==> config.mk <==
export PLATFORM = sky130hd
export DESIGN_NAME = sseg_capture
export DESIGN_NICKNAME = d
export VERILOG_FILES = /design/src/rtl/sseg_capture.sv
export SDC_FILE = /design/constraint.sdc
export NUM_CORES = 1
export LEC_CHECK = 0
export BUFFER_PORTS_ARGS = -buffer_cell sky130_fd_sc_hd__buf_2
export CORE_MARGIN = 5
export CORE_UTILIZATION = 40
export CTS_CLUSTER_SIZE = 28
export DETAILED_ROUTE_END_ITERATION = 8
export SLEW_MARGIN = 5
export SYNTH_ARGS = -nofsm -noshare
export SYNTH_HDL_FRONTEND = slang
export SYNTH_SLANG_ARGS = --single-unit
==> constraint.sdc <==
create_clock -name clk -period 3.2 [get_ports clk]
set_input_delay 0.64 -clock clk [delete_from_list [all_inputs] [get_ports clk]]
set_output_delay 0.64 -clock clk [all_outputs]
set_load 0.03 [all_outputs]
==> src/rtl/sseg_capture.sv <==
// Receive side of a 4-digit multiplexed seven-segment link: debounces the scanned
// anode/segment lines, decodes each digit back to hex and assembles complete frames.
module sseg_capture #(
  parameter int SETTLE = 4,
  parameter int TO_W   = 20
) (
  input  logic        clk,
  input  logic        rst,
  input  logic [3:0]  sseg_an,
  input  logic [7:0]  sseg_sig,
  output logic [15:0] digits,
  output logic [3:0]  dp,
  output logic [3:0]  err,
  output logic        frame_valid,
  output logic        an_fault,
  output logic        stale
);

  localparam int CW = $clog2(SETTLE + 1);
  localparam logic [CW-1:0] CNT_MAX = CW'(SETTLE);
  localparam logic [CW-1:0] CNT_CAP = CW'(SETTLE - 1);

  logic [3:0]      an_q, an_d;
  logic [7:0]      sig_q, sig_d;
  logic [CW-1:0]   cnt;
  logic [TO_W-1:0] tcnt;
  logic [3:0]      seen;
  logic [15:0]     nib_w;
  logic [3:0]      dp_w, err_w;

  logic        change, capture, single;
  logic [3:0]  sel;
  logic [3:0]  dec_nib;
  logic        dec_err;
  logic [15:0] nib_n;
  logic [3:0]  dp_n, err_n, seen_n;
  logic        frame_done;

  // Active-low segment pattern back to a nibble; unknown patterns decode as 0 and flag.
  function automatic logic [4:0] decode(input logic [6:0] s);
    logic [4:0] r;
    case (s)
      7'h40:   r = {1'b0, 4'h0};
      7'h79:   r = {1'b0, 4'h1};
      7'h24:   r = {1'b0, 4'h2};
      7'h30:   r = {1'b0, 4'h3};
      7'h19:   r = {1'b0, 4'h4};
      7'h12:   r = {1'b0, 4'h5};
      7'h02:   r = {1'b0, 4'h6};
      7'h78:   r = {1'b0, 4'h7};
      7'h00:   r = {1'b0, 4'h8};
      7'h10:   r = {1'b0, 4'h9};
      7'h08:   r = {1'b0, 4'hA};
      7'h03:   r = {1'b0, 4'hB};
      7'h46:   r = {1'b0, 4'hC};
      7'h21:   r = {1'b0, 4'hD};
      7'h06:   r = {1'b0, 4'hE};
      7'h0E:   r = {1'b0, 4'hF};
      default: r = {1'b1, 4'h0};
    endcase
    return r;
  endfunction

  assign change  = {an_q, sig_q} != {an_d, sig_d};
  assign capture = !change && (cnt == CNT_CAP);
  assign sel     = ~an_q;
  assign single  = $onehot(sel);
  assign {dec_err, dec_nib} = decode(sig_q[6:0]);

  // Working frame as it would look after this edge's capture, so completion includes it.
  always_comb begin
    nib_n  = nib_w;
    dp_n   = dp_w;
    err_n  = err_w;
    seen_n = seen;
    if (capture && single) begin
      for (int k = 0; k < 4; k++) begin
        if (sel[k]) begin
          nib_n[4*k +: 4] = dec_nib;
          dp_n[k]         = ~sig_q[7];
          err_n[k]        = dec_err;
          seen_n[k]       = 1'b1;
        end
      end
    end
    frame_done = capture && single && (seen_n == 4'hF);
  end

  always_ff @(posedge clk) begin
    if (rst) begin
      an_q        <= 4'hF;
      an_d        <= 4'hF;
      sig_q       <= 8'hFF;
      sig_d       <= 8'hFF;
      cnt         <= '0;
      tcnt        <= '0;
      seen        <= '0;
      nib_w       <= '0;
      dp_w        <= '0;
      err_w       <= '0;
      digits      <= '0;
      dp          <= '0;
      err         <= '0;
      frame_valid <= 1'b0;
      an_fault    <= 1'b0;
      stale       <= 1'b0;
    end else begin
      an_q        <= sseg_an;
      sig_q       <= sseg_sig;
      an_d        <= an_q;
      sig_d       <= sig_q;
      frame_valid <= 1'b0;
      an_fault    <= 1'b0;

      if (change)
        cnt <= '0;
      else if (cnt != CNT_MAX)
        cnt <= cnt + 1'b1;

      // A stale link drops any partial frame; a capture always revives it.
      if (capture) begin
        tcnt  <= '0;
        stale <= 1'b0;
        if (single) begin
          nib_w <= nib_n;
          dp_w  <= dp_n;
          err_w <= err_n;
          if (frame_done) begin
            digits      <= nib_n;
            dp          <= dp_n;
            err         <= err_n;
            frame_valid <= 1'b1;
            seen        <= '0;
          end else begin
            seen <= seen_n;
          end
        end else begin
          an_fault <= 1'b1;
        end
      end else if (&tcnt) begin
        stale <= 1'b1;
        seen  <= '0;
      end else begin
        tcnt <= tcnt + 1'b1;
      end
    end
  end

endmodule

Word-level counts from Yosys, hierarchy flattened
Index checks and enable logic that the tools add are counted.

Bitwise logic cells: 4. Add/sub/neg operators: 5. Mux-type cells: 27. Equal/unequal tests: 21. Reductions and logical operators: 14.

Operators by type and width (number): 5-bit case mux with 16 select lines (1); 4-bit 2-to-1 mux (11); 7-bit equality test, second input constant (4); 7-bit by 5-bit equality test with 1-bit output, second input constant (3); 7-bit by 6-bit equality test with 1-bit output, second input constant (3); 20-bit by 1-bit adder with 20-bit output, second input constant (1); 20-bit AND reduction (1); 16-bit 2-to-1 mux (1); 7-bit by 2-bit equality test with 1-bit output, second input constant (2); 7-bit by 4-bit equality test with 1-bit output, second input constant (2); 1-bit 2-to-1 mux (14); 12-bit inequality test (1); 7-bit by 3-bit equality test with 1-bit output, second input constant (1); 7-bit zero test (1); 2-bit OR reduction (3); 1-bit by 1-bit adder with 2-bit output (2); 4-bit equality test, second input constant (1); 4-bit NOT (1); 2-bit AND reduction (2); 2-bit by 2-bit adder with 3-bit output (1); 3-bit by 1-bit adder with 3-bit output, second input constant (1); 3-bit by 1-bit equality test with 1-bit output, second input constant (1); 3-bit by 2-bit equality test with 1-bit output, second input constant (1); 1-bit logical AND (3); other kinds (7) (9).

Logic and storage cells: 87. Output and inout bits: 27. Bits in registers: 102.

Logic depth before layout (Yosys ltp)
Gate-level depths: netlist (run 1).

Depth after elaboration: 11. Mapped depth: 10. Depth with buffers taken out: 9.

Least setup slack after synthesis (run 1)
OpenSTA, ideal clock, no wires.

Kind: reg-to-reg. Start point: reg an_q[0]. End point: reg digits[7]. Arrival: 2785 ps. Period minus slack after synthesis: 2903 ps. Path buffers: 1. Slack: 297 ps. Stages on the path, launching flop included: 11. Required time: 3082 ps. Cell sequence: dfxtp_1 -> fa_1 -> inv_1 -> ha_1 -> ha_1 -> nand4bb_1 -> buf_2 -> or2_2 -> nor4_1 -> mux2i_1 -> o2bb2ai_1.

Longest elaborated chain between the ends: 9. Elaborated cells on any way between the ends: 14. Classes of those cells: 2 x add/sub; 3 x eq/ne; 3 x mux; 1 x bitwise; 5 x reduce/logical.

Ends and longest elaborated chain: start: declaration (RTL line 23) `logic [3:0] an_q, an_d;`; start signal: assignment (RTL line 108) `an_q <= sseg_an;`; 4-bit NOT (RTL line 66) `assign sel = ~an_q;`; 1-bit by 1-bit adder with 2-bit output (implied by the code) (RTL line 67) `assign single = $onehot(sel);`; 2-bit by 2-bit adder with 3-bit output (implied by the code) (RTL line 67); 3-bit by 1-bit equality test with 1-bit output (RTL line 67); 1-bit logical AND (RTL line 76, 86); 4-bit 2-to-1 mux (RTL line 76) `if (capture && single) begin`; 4-bit equality test (RTL line 86) `frame_done = capture && single && (seen_n == 4'hF);`; 1-bit logical AND (RTL line 86); 3-bit AND reduction (no line); end signal: assignment (RTL line 129) `digits <= nib_n;`; end: declaration (RTL line 11) `output logic [15:0] digits,`.

Parallel ways exist; a longest one is shown, timed or not. A chain may end at the register's enable or synchronous reset.

Final worst setup path (run 1)
Start point: reg an_q[0]. End point: reg err[0].

Longest elaborated chain between the ends: 9. Elaborated cells on any way between the ends: 15. Classes of those cells: 2 x add/sub; 3 x eq/ne; 4 x mux; 1 x bitwise; 5 x reduce/logical.

Ends and longest elaborated chain: 4-bit NOT (RTL line 66); 1-bit by 1-bit adder with 2-bit output (implied by the code) (RTL line 67); 2-bit by 2-bit adder with 3-bit output (implied by the code) (RTL line 67); 3-bit by 1-bit equality test with 1-bit output (RTL line 67); 1-bit logical AND (RTL line 76, 86); 4-bit 2-to-1 mux (RTL line 76); 4-bit equality test (RTL line 86); 1-bit logical AND (RTL line 86); 3-bit AND reduction (no line); end signal: assignment (RTL line 131) `err <= err_n;`; end: declaration (RTL line 13) `output logic [3:0] err,`.

Parallel ways exist; a longest one is shown, timed or not.

==> out/metrics.yaml, run 1 <==
n_antenna_cell: 0
avgSynthCellArea_sq_um: 9.51
num-nets-final: 522
core_sq_um: 10800
drc: 0
die_area_sq_um: 13100
vias: 3424
drt_iter0_drc: 174
grt_pass1_vias: 3346
powerDensity_nw_per_um2: 445
cp_max_fo: 6
yosysTopAreaCell: "dfxtp_1"
synth-seq-area-share_pct: 46.7
grt_first_pass_wirelength_mm: 16.4
worstMarginPinSlew_ns: 0.960
drv_slew: 0
final_common_cell: "dfxtp_1"
critPathRequiredTime_ns: 3.44
ys_ff_latch: 102
cellLeakagePower_nw: 1.81
initial_core_util_pct: 40.5
yosys_warnings: 0
period_needed_ns: 2.99
ioPinCount: 41
rsz0062_at_grt: "no"
fin_cells: 646
wl_mm: 9.56
max_cap_violations: 0
port-buffer-count: 40
cts_tree: "yes"
status: "finished clean"
fmax_mhz: 335
place_inst: 630
synth_cell_types: 46
cts_made_buffers: 9
postCtsSetupRepairBufs: 0
hpwl_mm: 6.63
relSlewSlack_pct: 35.2
finalHoldViolCount: 0
finalWorstSetupSlack_ns: 0.211
vdd_drop_max_mv: 0.256
synth_cells: 460
clkLatencyLatePin_ns: 0.38
dr.pass1.iters: 4
synth_top_cell_area_share_pct: 46.7
min_period_over_period_pct: 93.4
timing.hold.ws_ns: 0.443
synthArstFlopShare_pct: 0
synth_area_leaders: "dfxtp_1 (47%), xnor2_1 (5.0%), mux2i_1 (4.3%)"
cp_data_arrival_time_ns: 3.22
setup_tns_ns: 0
die_h_um: 115
clock_path_buffers: 2
synth-edff-count: 0
synth_area_sq_um: 4370
critPathKind: "flip-flop to flip-flop"
hp-class: "input port to flip-flop"
antenna_found_initial: 0
die_w_um: 115
ant_nets: 0
avgRoutedWirePerCell_um: 14.8
track_usage_pct: 15.4
overflow: 0
layout-drive-gt1-share_pct: 22.1
gp_congestion: 0.804
clk_pin_slew_ns: 0.11
area_delta_synth_final_pct: 13.5
avgViaCountPerCell: 5.30
clock-sinks: 102
root_buffer: "clkbuf_8"
most-common-layout-cells: "dfxtp_1 (102), buf_2 (40), nor2_1 (38), or2_2 (28), xnor2_1 (25)"
htree_num_levels: 3
worstSetupEndpointType: "flip-flop"
setup_viol: 0
rows: 38
synth_flop_cell: "dfxtp_1"
synth_nets: 481
grt_start_max_net_pins: 45
pre_cts_slack_ns: 0.220
worstSetupStartpointType: "flip-flop"
clock_skew_ns: 0.0125
-- cell usage after synthesis (2+ instances only) --
| library cell | number |
|---|---|
| nand4_1 | 6 |
| nand2b_1 | 4 |
| buf_6 | 3 |
| a21oi_1 | 24 |
| o311ai_0 | 2 |
| xor2_1 | 2 |
| and3b_1 | 3 |
| and4_1 | 6 |
| o2bb2ai_1 | 20 |
| a211oi_1 | 17 |
| o21ai_0 | 7 |
| a22oi_1 | 5 |
| nand3_1 | 13 |
| and3_1 | 5 |
| buf_2 | 5 |
| nor4bb_1 | 2 |
| nor2b_1 | 4 |
| ha_1 | 6 |
| nor3_1 | 15 |
| nor4b_1 | 4 |
| nor4_1 | 11 |
| o41ai_1 | 8 |
| clkbuf_1 | 23 |
| mux2i_1 | 19 |
| xnor2_1 | 25 |
| nor2_1 | 38 |
| nor3b_1 | 7 |
| nand4_2 | 2 |
| nand2_1 | 15 |
| inv_1 | 15 |
| dfxtp_1 | 102 |
| or2_2 | 28 |
-- worst paths after layout --
check,start,end,slack (ns),depth (start not counted)
max reg2reg,an_q[0]$_SDFF_PP1_,err[0]$_SDFFE_PP0P_,0.21,9
max,an_q[0]$_SDFF_PP1_,err[0]$_SDFFE_PP0P_,0.21,9
min reg2reg,digits[1]$_SDFFE_PP0P_,digits[1]$_SDFFE_PP0P_,0.47,1
min,sseg_sig[6],sig_q[6]$_SDFF_PP1_,0.44,2
-- state kept, by name, indices dropped and copies added, names as in the netlist, 3 cells and up --
signal and cells:
an_q 4, dp 4, err_w 4, seen 4
an_d 4, digits 16, sig_d 8, err 4
dp_w 4, cnt 3, sig_q 8, tcnt 20
nib_w 16
-- where the power goes --
part           switching (W)  leakage (nW)  internal, W
combinational      0.0000779         0.896    0.0000570
clock               0.000463        0.0858     0.000297
sequential         0.0000277         0.828      0.00129
-- cell type report --
cell class / count / area [sq um]
multi-input combinational: 312 / 2150
tap: 140 / 175
timing repair buffer: 61 / 358
clock inverter: 6 / 52.6
inverter: 15 / 56.3
sequential: 102 / 2040
clock buffer: 10 / 128
fill: 1054 / 5830
-- timing repair --
| item | in CTS | in global routing |
|---|---|---|
| gates resized for setup | 0 | 3 |
| endpoints found under the setup margin | 0 | 7 |
| hold buffers | 0 | 0 |
-- layer usage --
layer  wire [um]  global-route usage [%]  share of wire [%]  vias to the layer above
li1            -                       -                  -                     1744
met1        4760                    20.5                 50                     1608
met2        4370                    24.5                 46                       60
met3         301                    3.86                3.1                       12
met4         132                    4.75                1.4                        0
met5           0                       0                  0                        -
-- worst max-delay path, cell delays in order (launching register included) --
cell,delay [ns]
dfxtp_1,0.39
fa_1,0.54
inv_1,0.04
ha_1,0.17
ha_1,0.28
nand4bb_1,0.20
or2_2,0.33
or4_1,0.57
a211oi_2,0.23
a211oi_1,0.10
-- logic make-up (layout without fill, tap and decap cells) --
| logic type | after synthesis | after routing | synth area share [%] |
|---|---|---|---|
| muxes | 19 | 19 | 4.35 |
| xor gates and xnor gates | 27 | 27 | 5.41 |
| AOI/OAI and AO/OA | 89 | 89 | 14.5 |
| DFF | 102 | 102 | 46.7 |
| buffers and inverters | 46 | 92 | 4.60 |
| adders and majority gates | 7 | 7 | 2.17 |
| and+or+nand+nor | 170 | 170 | 22.3 |
-- through the flow --
stage | instance area [sq um] | power (W) | utilization, %
2_1_floorplan | 4370 | 0.00143 | -
3_3_place_gp | 4770 | 0.00148 | 44.2
3_5_place_dp | 4770 | 0.00148 | 44.2
4_1_cts | 4950 | 0.00225 | 45.8
5_1_grt | 4960 | 0.00232 | 46.0
6_report | 4960 | 0.00221 | 46.0
(Power assumes the default switching activity.)
==> inputs of run 2 (changes only) <==
CORE_ASPECT_RATIO = 0.9   (was unset)
==> out/metrics.yaml, run 2 (synthesized netlist as in run 1, its figures left out) <==
status: "finished clean"
timing.hold.ws_ns: 0.455
n_antenna_cell: 0
worstMarginPinSlew_ns: 0.716
critPathMaxStageDelay_ns: 0.55
initial_core_util_pct: 40.6
largest_reg_flops: 20
critPathRequiredTime_ns: 3.43
clock-sinks: 102
finalHoldViolCount: 0
critPathKind: "flip-flop to flip-flop"
pre_cts_slack_ns: 0.234
min_period_over_period_pct: 93.2
critPathCapture: "err[0]$_SDFFE_PP0P_"
final_common_cell: "dfxtp_1"
fin_util_pct: 48.1
ant_nets: 0
power.switching_w: 0.000583
die_w_um: 120
seq_area_sq_um: 2040
p_int_w: 0.00211
avgRoutedWirePerCell_um: 15.4
grt_first_pass_wirelength_mm: 16.7
r2r_end: "err[0]$_SDFFE_PP0P_"
clock_skew_ns: 0.00979
num-nets-final: 529
clock_path_buffers: 2
p_sw_share_pct: 21.6
cp_data_arrival_time_ns: 3.21
dr.pass1.iters: 4
startpoint: "an_q[0]$_SDFF_PP1_"
drt_iter0_drc: 243
finalWorstSetupSlack_ns: 0.218
cts_made_buffers: 9
reg2reg_depth: 9
critical_path_buf_inv_count: 1
die_area_sq_um: 13100
vias: 3470
overflow: 0
r2r_start: "an_q[0]$_SDFF_PP1_"
p_seq_share_pct: 48.6
fmax_mhz: 335
relSlewSlack_pct: 51.6
cp_max_fo: 4
hp-class: "flip-flop to flip-flop"
max_cap_violations: 0
hp-start: "err_w[0]$_SDFFE_PP0N_"
gp_congestion: 0.786
cts_tree: "yes"
dpl_cell_area_sq_um: 4810
slowest_stage: "or4_1"
combinationalPowerShare_pct: 5.5
grt_pass1_vias: 3322
regToRegSetupSlack_ns: 0.22
core_sq_um: 10800
hpwl_mm: 6.74
worstSetupEndpointType: "flip-flop"
crit_family: "simple AND/OR/NAND/NOR gates"
clkLatencyLatePin_ns: 0.35
regMostFlops: "tcnt"
worstSetupStartpointType: "flip-flop"
fin_area_sq_um: 5180
avgViaCountPerCell: 5.37
clk_pin_slew_ns: 0.07
ioPinCount: 41
antenna_found_initial: 0
setup_viol: 0
cp.depth: 9
htree_num_levels: 3
layout-drive-gt1-share_pct: 23.2
period_needed_ns: 2.98
vdd_drop_max_mv: 0.360
area_delta_synth_final_pct: 18.4
track_usage_pct: 15.8
clockPowerShare_pct: 45.9
nFillCells: 1022
port-buffer-count: 40
crit_chain: "fa_1 -> inv_1 -> ha_1 -> ha_1 -> nand4bb_4 -> or2_2 -> or4_1 -> a211oi_1 -> a211oi_1"
root_buffer: "clkbuf_16"
die_h_um: 109
powerDensity_nw_per_um2: 520
drv_slew: 0
rows: 36
reg.largest.list: "tcnt x20, digits x16, nib_w x16"
grt_start_max_net_pins: 47
cellLeakagePower_nw: 1.92
wl_mm: 9.97
most-common-layout-cells: "dfxtp_1 (102), buf_2 (40), nor2_1 (38), or2_2 (28), buf_4 (28)"
drc: 0
multi_input_area_sq_um: 2170
## run 2: final cells by class
| class | count | area share [%] |
|---|---|---|
| Timing Repair Buffer | 68 | 7.92 |
| Clock inverter | 6 | 2.10 |
| Multi-Input combinational cell | 312 | 41.8 |
| Sequential cell | 102 | 39.4 |
| Clock buffer | 10 | 4.42 |
| Tap cell | 133 | 3.21 |
| Inverter | 15 | 1.09 |
## run 2: metrics by stage
stage	power [W]	TNS [ns]	std cells
after CTS	0.00271	0	646
after detailed placement	0.00148	0	630
final	0.00270	0	646
after floorplan	0.00143	0	460
after global placement	0.00148	0	630
after global routing	0.00279	-0.0160	646
## run 2: how the worst min path moves through the flow
stage                     depth (start not counted)  slack [ns]                endpoint
after detailed placement                          1        0.44  digits[8]$_SDFFE_PP0P_
after floorplan                                   2        0.43   err_w[0]$_SDFFE_PP0N_
final                                             2        0.45   err_w[0]$_SDFFE_PP0N_
after global routing                              2        0.47     sig_q[1]$_SDFF_PP1_
after CTS                                         2        0.46   err_w[0]$_SDFFE_PP0N_
after global placement                            2        0.44   err_w[0]$_SDFFE_PP0N_
## run 2: power groups by stage
stage          Combinational, W  Sequential [W]  Clock (W)
6_report               0.000148         0.00131    0.00124
5_1_grt                0.000165         0.00131    0.00131
4_1_cts                0.000142         0.00131    0.00126
3_5_place_dp           0.000142         0.00134          0
3_3_place_gp           0.000140         0.00134          0
2_1_floorplan          0.000103         0.00133          0
## run 2: worst register-to-register path, stage by stage, from the launching register on
cell       delay [ns]
dfxtp_1          0.33
fa_1             0.54
inv_1            0.05
ha_1             0.18
ha_1             0.30
nand4bb_4        0.23
or2_2            0.34
or4_1            0.55
a211oi_1         0.25
a211oi_1         0.10
## run 2: what timing repair did
action / in CTS / in global routing
resized for setup: 0 / 3
setup buffers: 0 / 0
hold buffers: 0 / 0
setup endpoints to repair: 0 / 4
## run 2: metal layers
layer,GRT usage (%),wire (um),vias to the layer above
li1,-,-,1752
met1,23.1,5310,1635
met2,22.5,4050,68
met3,4.05,483,15
met4,5.50,137,0
met5,0,0,-
